File: src/rtl/fft_pingpong_ctrl.sv
// fft_pingpong_ctrl: bank/address controller for a two-bank FFT stage buffer.
//
// The butterfly writes a word pair per cycle into one bank while the next stage
// drains the other bank one word per cycle. The banks are external and read
// combinationally, so read data is valid in the same cycle as rd_addr.
//
// Build option: define FFT_BITREV_EN to drive rd_addr with the bit-reversed read
// count, which gives natural-order output from a decimation-in-frequency stage.
// When it is undefined, rd_addr follows the read count directly.
//
// Ports:
//   clk         rising-edge clock
//   nrst        asynchronous active-low reset
//   flush       synchronous clear of all state except frames_done
//   in_valid    butterfly presents a word pair
//   in_ready    a pair can be accepted this cycle
//   wr_en       one-hot per-bank write enable (writes wr_addr and wr_addr+1)
//   wr_addr     even base address of the pair
//   out_ready   downstream accepts a word
//   out_valid   word at rd_bank/rd_addr is valid
//   rd_bank     bank being read
//   rd_addr     read address
//   out_last    final word of a frame, qualified by out_valid
//   frames_done count of completed frames, wraps at 255
module fft_pingpong_ctrl #(
  parameter int unsigned DEPTH = 64,
  parameter int unsigned AW    = 6
) (
  input  logic          clk,
  input  logic          nrst,
  input  logic          flush,
  input  logic          in_valid,
  output logic          in_ready,
  output logic [1:0]    wr_en,
  output logic [AW-1:0] wr_addr,
  input  logic          out_ready,
  output logic          out_valid,
  output logic          rd_bank,
  output logic [AW-1:0] rd_addr,
  output logic          out_last,
  output logic [7:0]    frames_done
);

  typedef enum logic [1:0] {
    StEmpty = 2'd0,
    StFill  = 2'd1,
    StFull  = 2'd2,
    StDrain = 2'd3
  } bank_state_e;

  bank_state_e   bank_q [2];
  logic          wr_bank_q;
  logic [AW-1:0] wr_cnt_q;
  logic          rd_bank_q;
  logic [AW-1:0] rd_cnt_q;
  logic [7:0]    frames_done_q;

  bank_state_e wr_state;
  bank_state_e rd_state;
  logic        wr_acc;
  logic        rd_acc;
  logic        wr_end;
  logic        rd_end;

  always_comb begin
    wr_state  = bank_q[wr_bank_q];
    rd_state  = bank_q[rd_bank_q];
    // A bank being written can never be the bank being read: the two
    // qualifying state sets are disjoint, so the handshakes never collide.
    in_ready  = !flush && (wr_state == StEmpty || wr_state == StFill);
    out_valid = !flush && (rd_state == StFull || rd_state == StDrain);
    wr_acc    = in_valid && in_ready;
    rd_acc    = out_valid && out_ready;
    wr_end    = (wr_cnt_q == AW'(DEPTH - 2));
    rd_end    = (rd_cnt_q == AW'(DEPTH - 1));
    wr_en     = 2'b00;
    if (wr_acc) begin
      wr_en = wr_bank_q ? 2'b10 : 2'b01;
    end
    wr_addr     = wr_cnt_q;
    rd_bank     = rd_bank_q;
    out_last    = out_valid && rd_end;
    frames_done = frames_done_q;
  end

`ifdef FFT_BITREV_EN
  always_comb begin
    rd_addr = '0;
    for (int i = 0; i < int'(AW); i++) begin
      rd_addr[i] = rd_cnt_q[int'(AW) - 1 - i];
    end
  end
`else
  always_comb begin
    rd_addr = rd_cnt_q;
  end
`endif

  always_ff @(posedge clk or negedge nrst) begin
    if (!nrst) begin
      bank_q[0]     <= StEmpty;
      bank_q[1]     <= StEmpty;
      wr_bank_q     <= 1'b0;
      wr_cnt_q      <= '0;
      rd_bank_q     <= 1'b0;
      rd_cnt_q      <= '0;
      frames_done_q <= 8'd0;
    end else if (flush) begin
      // frames_done deliberately survives a flush.
      bank_q[0] <= StEmpty;
      bank_q[1] <= StEmpty;
      wr_bank_q <= 1'b0;
      wr_cnt_q  <= '0;
      rd_bank_q <= 1'b0;
      rd_cnt_q  <= '0;
    end else begin
      if (wr_acc) begin
        if (wr_state == StEmpty) begin
          bank_q[wr_bank_q] <= StFill;
        end
        // Later assignment wins, so the final pair of a frame lands in FULL.
        if (wr_end) begin
          bank_q[wr_bank_q] <= StFull;
          wr_cnt_q          <= '0;
          wr_bank_q         <= ~wr_bank_q;
        end else begin
          wr_cnt_q <= wr_cnt_q + AW'(2);
        end
      end
      if (rd_acc) begin
        if (rd_state == StFull) begin
          bank_q[rd_bank_q] <= StDrain;
        end
        if (rd_end) begin
          bank_q[rd_bank_q] <= StEmpty;
          rd_cnt_q          <= '0;
          rd_bank_q         <= ~rd_bank_q;
          frames_done_q     <= frames_done_q + 8'd1;
        end else begin
          rd_cnt_q <= rd_cnt_q + AW'(1);
        end
      end
    end
  end

endmodule

File: config.mk
export PLATFORM = sky130hd
export DESIGN_NAME = fft_pingpong_ctrl
export DESIGN_NICKNAME = d
export VERILOG_FILES = /design/src/rtl/fft_pingpong_ctrl.sv
export SDC_FILE = /design/constraint.sdc
export NUM_CORES = 1
export LEC_CHECK = 0
export ABC_AREA = 1
export BUFFER_PORTS_ARGS = -buffer_cell sky130_fd_sc_hd__buf_4
export CORE_MARGIN = 1.5
export CORE_UTILIZATION = 40
export DETAILED_ROUTE_END_ITERATION = 8
export GPL_ROUTABILITY_DRIVEN = 1
export GPL_TIMING_DRIVEN = 0
export HOLD_SLACK_MARGIN = 0.1
export SYNTH_ARGS = -nofsm -noshare
export SYNTH_HDL_FRONTEND = slang
export SYNTH_SLANG_ARGS = --single-unit
File: constraint.sdc
create_clock -name clk -period 4.2 [get_ports clk]
set_input_delay 0.42 -clock clk [delete_from_list [all_inputs] [get_ports clk]]
set_output_delay 0.42 -clock clk [all_outputs]
set_load 0.05 [all_outputs]
==> metrics.md, run 1 <==
| Metric | Value |
|---|---|
| Status | complete, no violations |
| Starting Density | 42.7% |
| Hold Crit Endpoint | rd_addr[0] |
| Most frequent cells in the layout | 56 x nand2_1, 30 x buf_4, 23 x dfrtp_1 |
| Clock root buffer | clkbuf_4 |
| Syn_area_per_cell | 7.57 µm² |
| Detail Route Antenna Nets | 0 |
| Critical path type | flop to output pin |
| Layout Area Growth over Synthesis | 23.3% |
| Core area | 0.00310 mm² |
| First-pass GRT wire length | 4910 µm |
| Chip Height | 60.6 µm |
| Setup_tns | 0 ns |
| Post-synthesis cell area | 0.00133 mm² |
| Slew Limit Fails | 0 |
| Final WL | 2700 µm |
| Tightest Hold Check Type | input port to flop |
| Synthesized Nets | 183 |
| Maximum vdd drop | 154 µV |
| Via count | 1186 |
| Vias/cell | 4.69 |
| Crit-path cells | ha_1 > nand3_1 > nor2_2 > inv_1 > nor2_1 > buf_4 |
| Post-route DRC | 0 |
| LEAKAGE | 0.844 nW |
| Largest net degree at the start of global routing | 24 |
| RePlAce Congestion | 0.808 |
| Fmax | 449 MHz |
| Number of flops mapped to enable cells by yosys | 0 |
| Syn Inst Count | 175 |
| Worst setup EP type | output pin |
| # port buffers | 29 |
| Total congestion overflow | 0 |
| Worst-path clk slew | 0.13 ns |
| Max cap viols | 0 |
| Die Width | 60.6 µm |
| R2r setup slk | 2.60 ns |
| Most common cell after layout, fill and taps aside | nand2_1 |
| Row count | 20 |
| DR WL/cell | 10.7 µm |
| Ant. Diodes | 0 |
| Top FF cell, synth | dfrtp_1 |
| Hold Fails Final Rpt | 0 |
| R2R Path Start | rd_addr[0] |
| Total GRT Usage | 17.8% |
| Io pins | 31 |
| Clk_skew | 0.000815 ns |
| Initial DRC count | 30 |
| Warnings from Yosys | 0 |
| Share of layout cells above drive strength 1 | 24.9% |
| CTS tree | yes |
| CP arrival | 1.81 ns |
| Post-layout power | 0.380 mW |
| Reg-to-reg endpoint | frames_done[3] |
| Ratio of final minimum period to clock period | 53.1% |
| Worst Hold Path Cells | 3 |
| Worst slack, placed | 2.38 ns |
| Max stage delay on crit path | 0.44 ns |
| Drt pass-1 iters | 4 |
| CP max-delay cell | dfrtp_1 |
| Startpoint Class | flop |
| H-tree depth | 1 |
| DIE AREA | 0.00367 mm² |
| Post-synthesis sequential area ratio | 43.4% |
| Synth cell types | 27 |
| Nets | 218 |
| Min Tclk post-route | 2.23 ns |
| Asr flop ratio synth | 100% |
| Final count of negative-setup-slack endpoints | 0 |
| PD cells | 233 mW/mm² |
| Start point of the worst hold path | out_ready |
| Final setup margin | 1.97 ns |
| WP data required | 3.78 ns |
| RSZ-0062 raised after global routing | false |
| Crit-path max FO | 5 |
| Reg2Reg Depth | 8 |
| Vias in the first global route | 1130 |
| Antenna violations before repair | 0 |
| Clk sinks | 23 |
| TritonCTS buffer count | 3 |
| Max clock buf depth | 2 |
| Detail Placement HPWL | 2040 µm |
| Post-synthesis register bit count | 23 |
| Skew-Pair Late Insertion Delay | 0.32 ns |
## critical path: cells and delay by family (launching register included)
kind	cells	cell delay (ns)
AND/OR/NAND/NOR	3	0.52
adder cells (fa/ha/maj)	1	0.23
buffers and inverters	2	0.30
flip-flops	1	0.44
## state kept, by name, summed over array words and instances, names as in the netlist
name and count:
frames_done 8, rd_addr 6, wr_addr 5, bank_q 2, rd_bank 1, wr_bank_q 1
## cell families (layout without fill, tap and decap cells)
family	count (synthesis)	after routing	synth area share [%]
compound gates	16	16	6.23
xor+xnor	6	6	3.97
fa+ha+maj	3	3	2.83
buf+inv	29	63	9.25
flops	23	23	43.4
other cells	1	1	0.283
simple gates	97	97	34.0
## stage by stage
step | util (%) | hold slack [ns] | cells | cell area (µm²)
2_1_floorplan | - | 0.124 | 175 | 1330
3_3_place_gp | 51.5 | 0.337 | 248 | 1600
3_5_place_dp | 51.5 | 0.337 | 248 | 1600
4_1_cts | 52.7 | 0.406 | 253 | 1630
5_1_grt | 52.7 | 0.397 | 253 | 1630
6_report | 52.7 | 0.422 | 253 | 1630
## worst max-delay path by stage
stage,cells after the start,end,slack (ns),from
after floorplan,5,out_last,1.75,rd_addr[0]
after global placement,6,out_last,2.38,rd_addr[0]
after detailed placement,6,out_last,2.38,rd_addr[0]
after CTS,6,out_last,1.98,rd_addr[0]
after global routing,6,out_last,1.79,rd_addr[0]
final,6,out_last,1.97,rd_addr[0]
## per-layer routing
layer,up-vias,global-route usage (%),wire length [µm]
met2,29,28.4,1270
met3,4,2.56,137
met5,-,0,0
met4,0,6.83,31
met1,539,24.6,1260
li1,614,-,-
## where the power goes
part / switching (mW) / total (mW) / internal, mW
Combinational: 0.0327 / 0.0461 / 0.0134
Clock: 0.0695 / 0.107 / 0.0372
Sequential: 0.00339 / 0.227 / 0.224
Total: 0.106 / 0.380 / 0.275
## Yosys cell counts (3+ instances only)
master	count	area, µm²
xor2_1	3	26.3
xnor2_1	3	26.3
dfrtp_1	23	576
inv_2	7	26.3
a21oi_1	4	20.0
nand3_1	14	70.1
inv_1	17	63.8
nand2_1	56	210
nor2_2	3	18.8
o21ai_1	10	50.1
nor2_1	12	45.0
nor3_1	4	20.0
ha_1	3	37.5
## cell type report
type / instances / area (µm²)
Inverter: 26 / 98.8
Clock buffer: 4 / 26.3
Timing Repair Buffer: 30 / 228
Sequential cell: 23 / 576
Multi-Input combinational cell: 123 / 627
Tap cell: 44 / 55.1
Fill cell: 341 / 1470
Buffer: 3 / 23.8
## timing repair
| action | CTS | global route |
|---|---|---|
| endpoints found under the hold margin | 23 | 0 |
| gates resized for setup | 0 | 0 |
| setup buffers | 0 | 0 |
| hold buffers | 1 | 0 |
No activity file was read; power rests on OpenSTA's default activity.
==> run 2: changes to the inputs <==
- ABC_AREA: 1 -> 0
- clock period: 4.2 -> 2.3 ns (I/O delays scaled with it)
==> run 2 against run 1 <==
The run now ends with DRC left. Final cell count fell by 26%. Non-clock buffer count rose by 2. Combinational power rose by 59%. Via count fell by 14%. Synthesized cell count fell by 31%.
==> metrics.md, run 2 <==
| Metric | Value |
|---|---|
| Asr flop ratio synth | 100% |
| Clk sinks | 23 |
| Worst setup EP type | output pin |
| Die Width | 57.8 µm |
| Ant. Diodes | 0 |
| Vias in the first global route | 928 |
| Total congestion overflow | 0 |
| Initial DRC count | 58 |
| Ranking of synthesized cells by area | dfrtp_1 48%, xor2_1 6.6%, nand3_1 4.2% |
| DR WL/cell | 13.6 µm |
| Setup_tns | 0 ns |
| Maximum vdd drop | 292 µV |
| Antenna violations before repair | 0 |
| Commonest cells in the netlist | 23 x dfrtp_1, 10 x nand3_1, 10 x nor2_1 |
| Clock root buffer | clkbuf_4 |
| Top FF cell, synth | dfrtp_1 |
| CP arrival | 1.83 ns |
| Detail Placement HPWL | 1860 µm |
| Post-synthesis cell area | 0.00120 mm² |
| RePlAce Congestion | 0.721 |
| LEAKAGE | 0.756 nW |
| Syn_area_per_cell | 9.93 µm² |
| DIE AREA | 0.00334 mm² |
| Post-route DRC | 3 |
| Sequential cell area | 576 µm² |
| Tightest Hold Check Type | input port to async pin |
| Hold Fails Final Rpt | 0 |
| Synth top area share | 47.9% |
| Most frequent cell after synthesis | dfrtp_1 |
| # port buffers | 29 |
| WP data required | 2.07 ns |
| R2r setup slk | 0.56 ns |
| Fillers | 264 |
| Reg2Reg Depth | 5 |
| Max clock buf depth | 2 |
| Slew Limit Fails | 0 |
| Startpoint Class | flop |
| Most frequent cells in the layout | 30 x buf_4, 23 x dfrtp_1, 10 x nand3_1, 10 x nor2_1, 9 x xor2_1 |
| Nets | 164 |
| Multi-input gate area | 594 µm² |
| Reg-to-reg endpoint | frames_done[7] |
| Skew-Pair Late Insertion Delay | 0.32 ns |
| H-tree depth | 1 |
| Post-layout power | 0.684 mW |
| Drt pass-1 iters | 6 |
| Leading area contributor after synthesis | dfrtp_1 |
| Clk_skew | 0.00691 ns |
| Ratio of final minimum period to clock period | 89.4% |
| Fmax | 487 MHz |
| Detail Route Antenna Nets | 0 |
| Status | finished, violations left |
| Row count | 19 |
| First-pass GRT wire length | 4270 µm |
| Final count of negative-setup-slack endpoints | 0 |
| Crit-path max FO | 10 |
| Min Tclk post-route | 2.06 ns |
| Post-synthesis sequential area ratio | 47.9% |
| PD cells | 456 mW/mm² |
| CTS tree | yes |
| Critical path type | flop to output pin |
| Post-synthesis register bit count | 23 |
| Most common cell after layout, fill and taps aside | buf_4 |
| Core area | 0.00281 mm² |
| Syn Inst Count | 121 |
| Io pins | 31 |
| Worst-path clk slew | 0.14 ns |
| R2R Path Start | rd_addr[0] |
| Via count | 1017 |
| RSZ-0062 raised after global routing | false |
| Post-CTS Resized | 0 |
| Max cap viols | 0 |
| Final WL | 2530 µm |
| Synth cell types | 35 |
| TritonCTS buffer count | 3 |
| Starting Density | 42.8% |
| Number of flops mapped to enable cells by yosys | 0 |
| Chip Height | 57.8 µm |
| Share of layout cells above drive strength 1 | 28.4% |
| Max reg flops | 8 |
| Warnings from Yosys | 0 |
| WHS | 0.325 ns |
| Total GRT Usage | 16.5% |
| Failing checks | DRC |
| Layout Area Growth over Synthesis | 24.9% |
| Largest net degree at the start of global routing | 24 |
| Synthesized Nets | 129 |
| Vias/cell | 5.47 |
run 2: how the worst max path moves through the flow:
stage	start	to	slack [ns]
global route	rd_addr[0]	out_last	0.10
floorplan	rd_addr[0]	out_last	0.12
global placement	rd_addr[0]	frames_done[7]	0.54
CTS	rd_addr[0]	out_last	0.23
detailed placement	rd_addr[0]	frames_done[7]	0.57
finish	rd_addr[0]	out_last	0.24
run 2: per-stage QoR:
step	std cells	setup WS (ns)	util (%)	area [µm²]
2_1_floorplan	121	0.117	-	1210
3_3_place_gp	181	0.540	52.1	1460
3_5_place_dp	181	0.574	52.1	1460
4_1_cts	186	0.227	53.5	1500
5_1_grt	186	0.101	53.5	1500
6_report	186	0.245	53.5	1500
run 2: logic make-up after synthesis:
kind of cell / synth area share [%]
flops: 47.9
fa+ha+maj: 3.13
xor+xnor: 8.02
mux: 4.06
simple gates: 25.2
buf+inv: 3.02
other cells: 0.312
compound gates: 8.33
run 2: cell type report:
class	count	area share, %
Clock buffer	3	1.50
Tap cell	31	2.59
Clock inverter	1	0.334
Timing Repair Buffer	30	15.2
Buffer	5	2.17
Sequential cell	23	38.4
Multi-Input combinational cell	92	39.6
Inverter	1	0.250
run 2: worst max-delay path, stage by stage, from the launching register on:
cell	delay, ns
dfrtp_1	0.43
ha_1	0.21
nand4_1	0.15
clkbuf_1	0.27
nor3b_2	0.22
buf_4	0.22
run 2: layer usage:
layer | GRT usage [%] | up-vias | wire length [µm]
met3 | 2.23 | 5 | 111
met1 | 22.0 | 484 | 1220
met2 | 27.1 | 28 | 1160
met5 | 0 | - | 0
li1 | - | 500 | -
met4 | 6.98 | 0 | 42
run 2: timing repair:
action / 4_1_cts / 5_1_grt
hold buffers: 1 / 0
setup buffers: 0 / 0
hold endpoints to repair: 23 / 0
run 2: power by group:
part / switching [mW] / total, mW / internal (mW)
combinational: 0.0507 / 0.0731 / 0.0224
clock: 0.132 / 0.197 / 0.0652
sequential: 0.00580 / 0.414 / 0.409
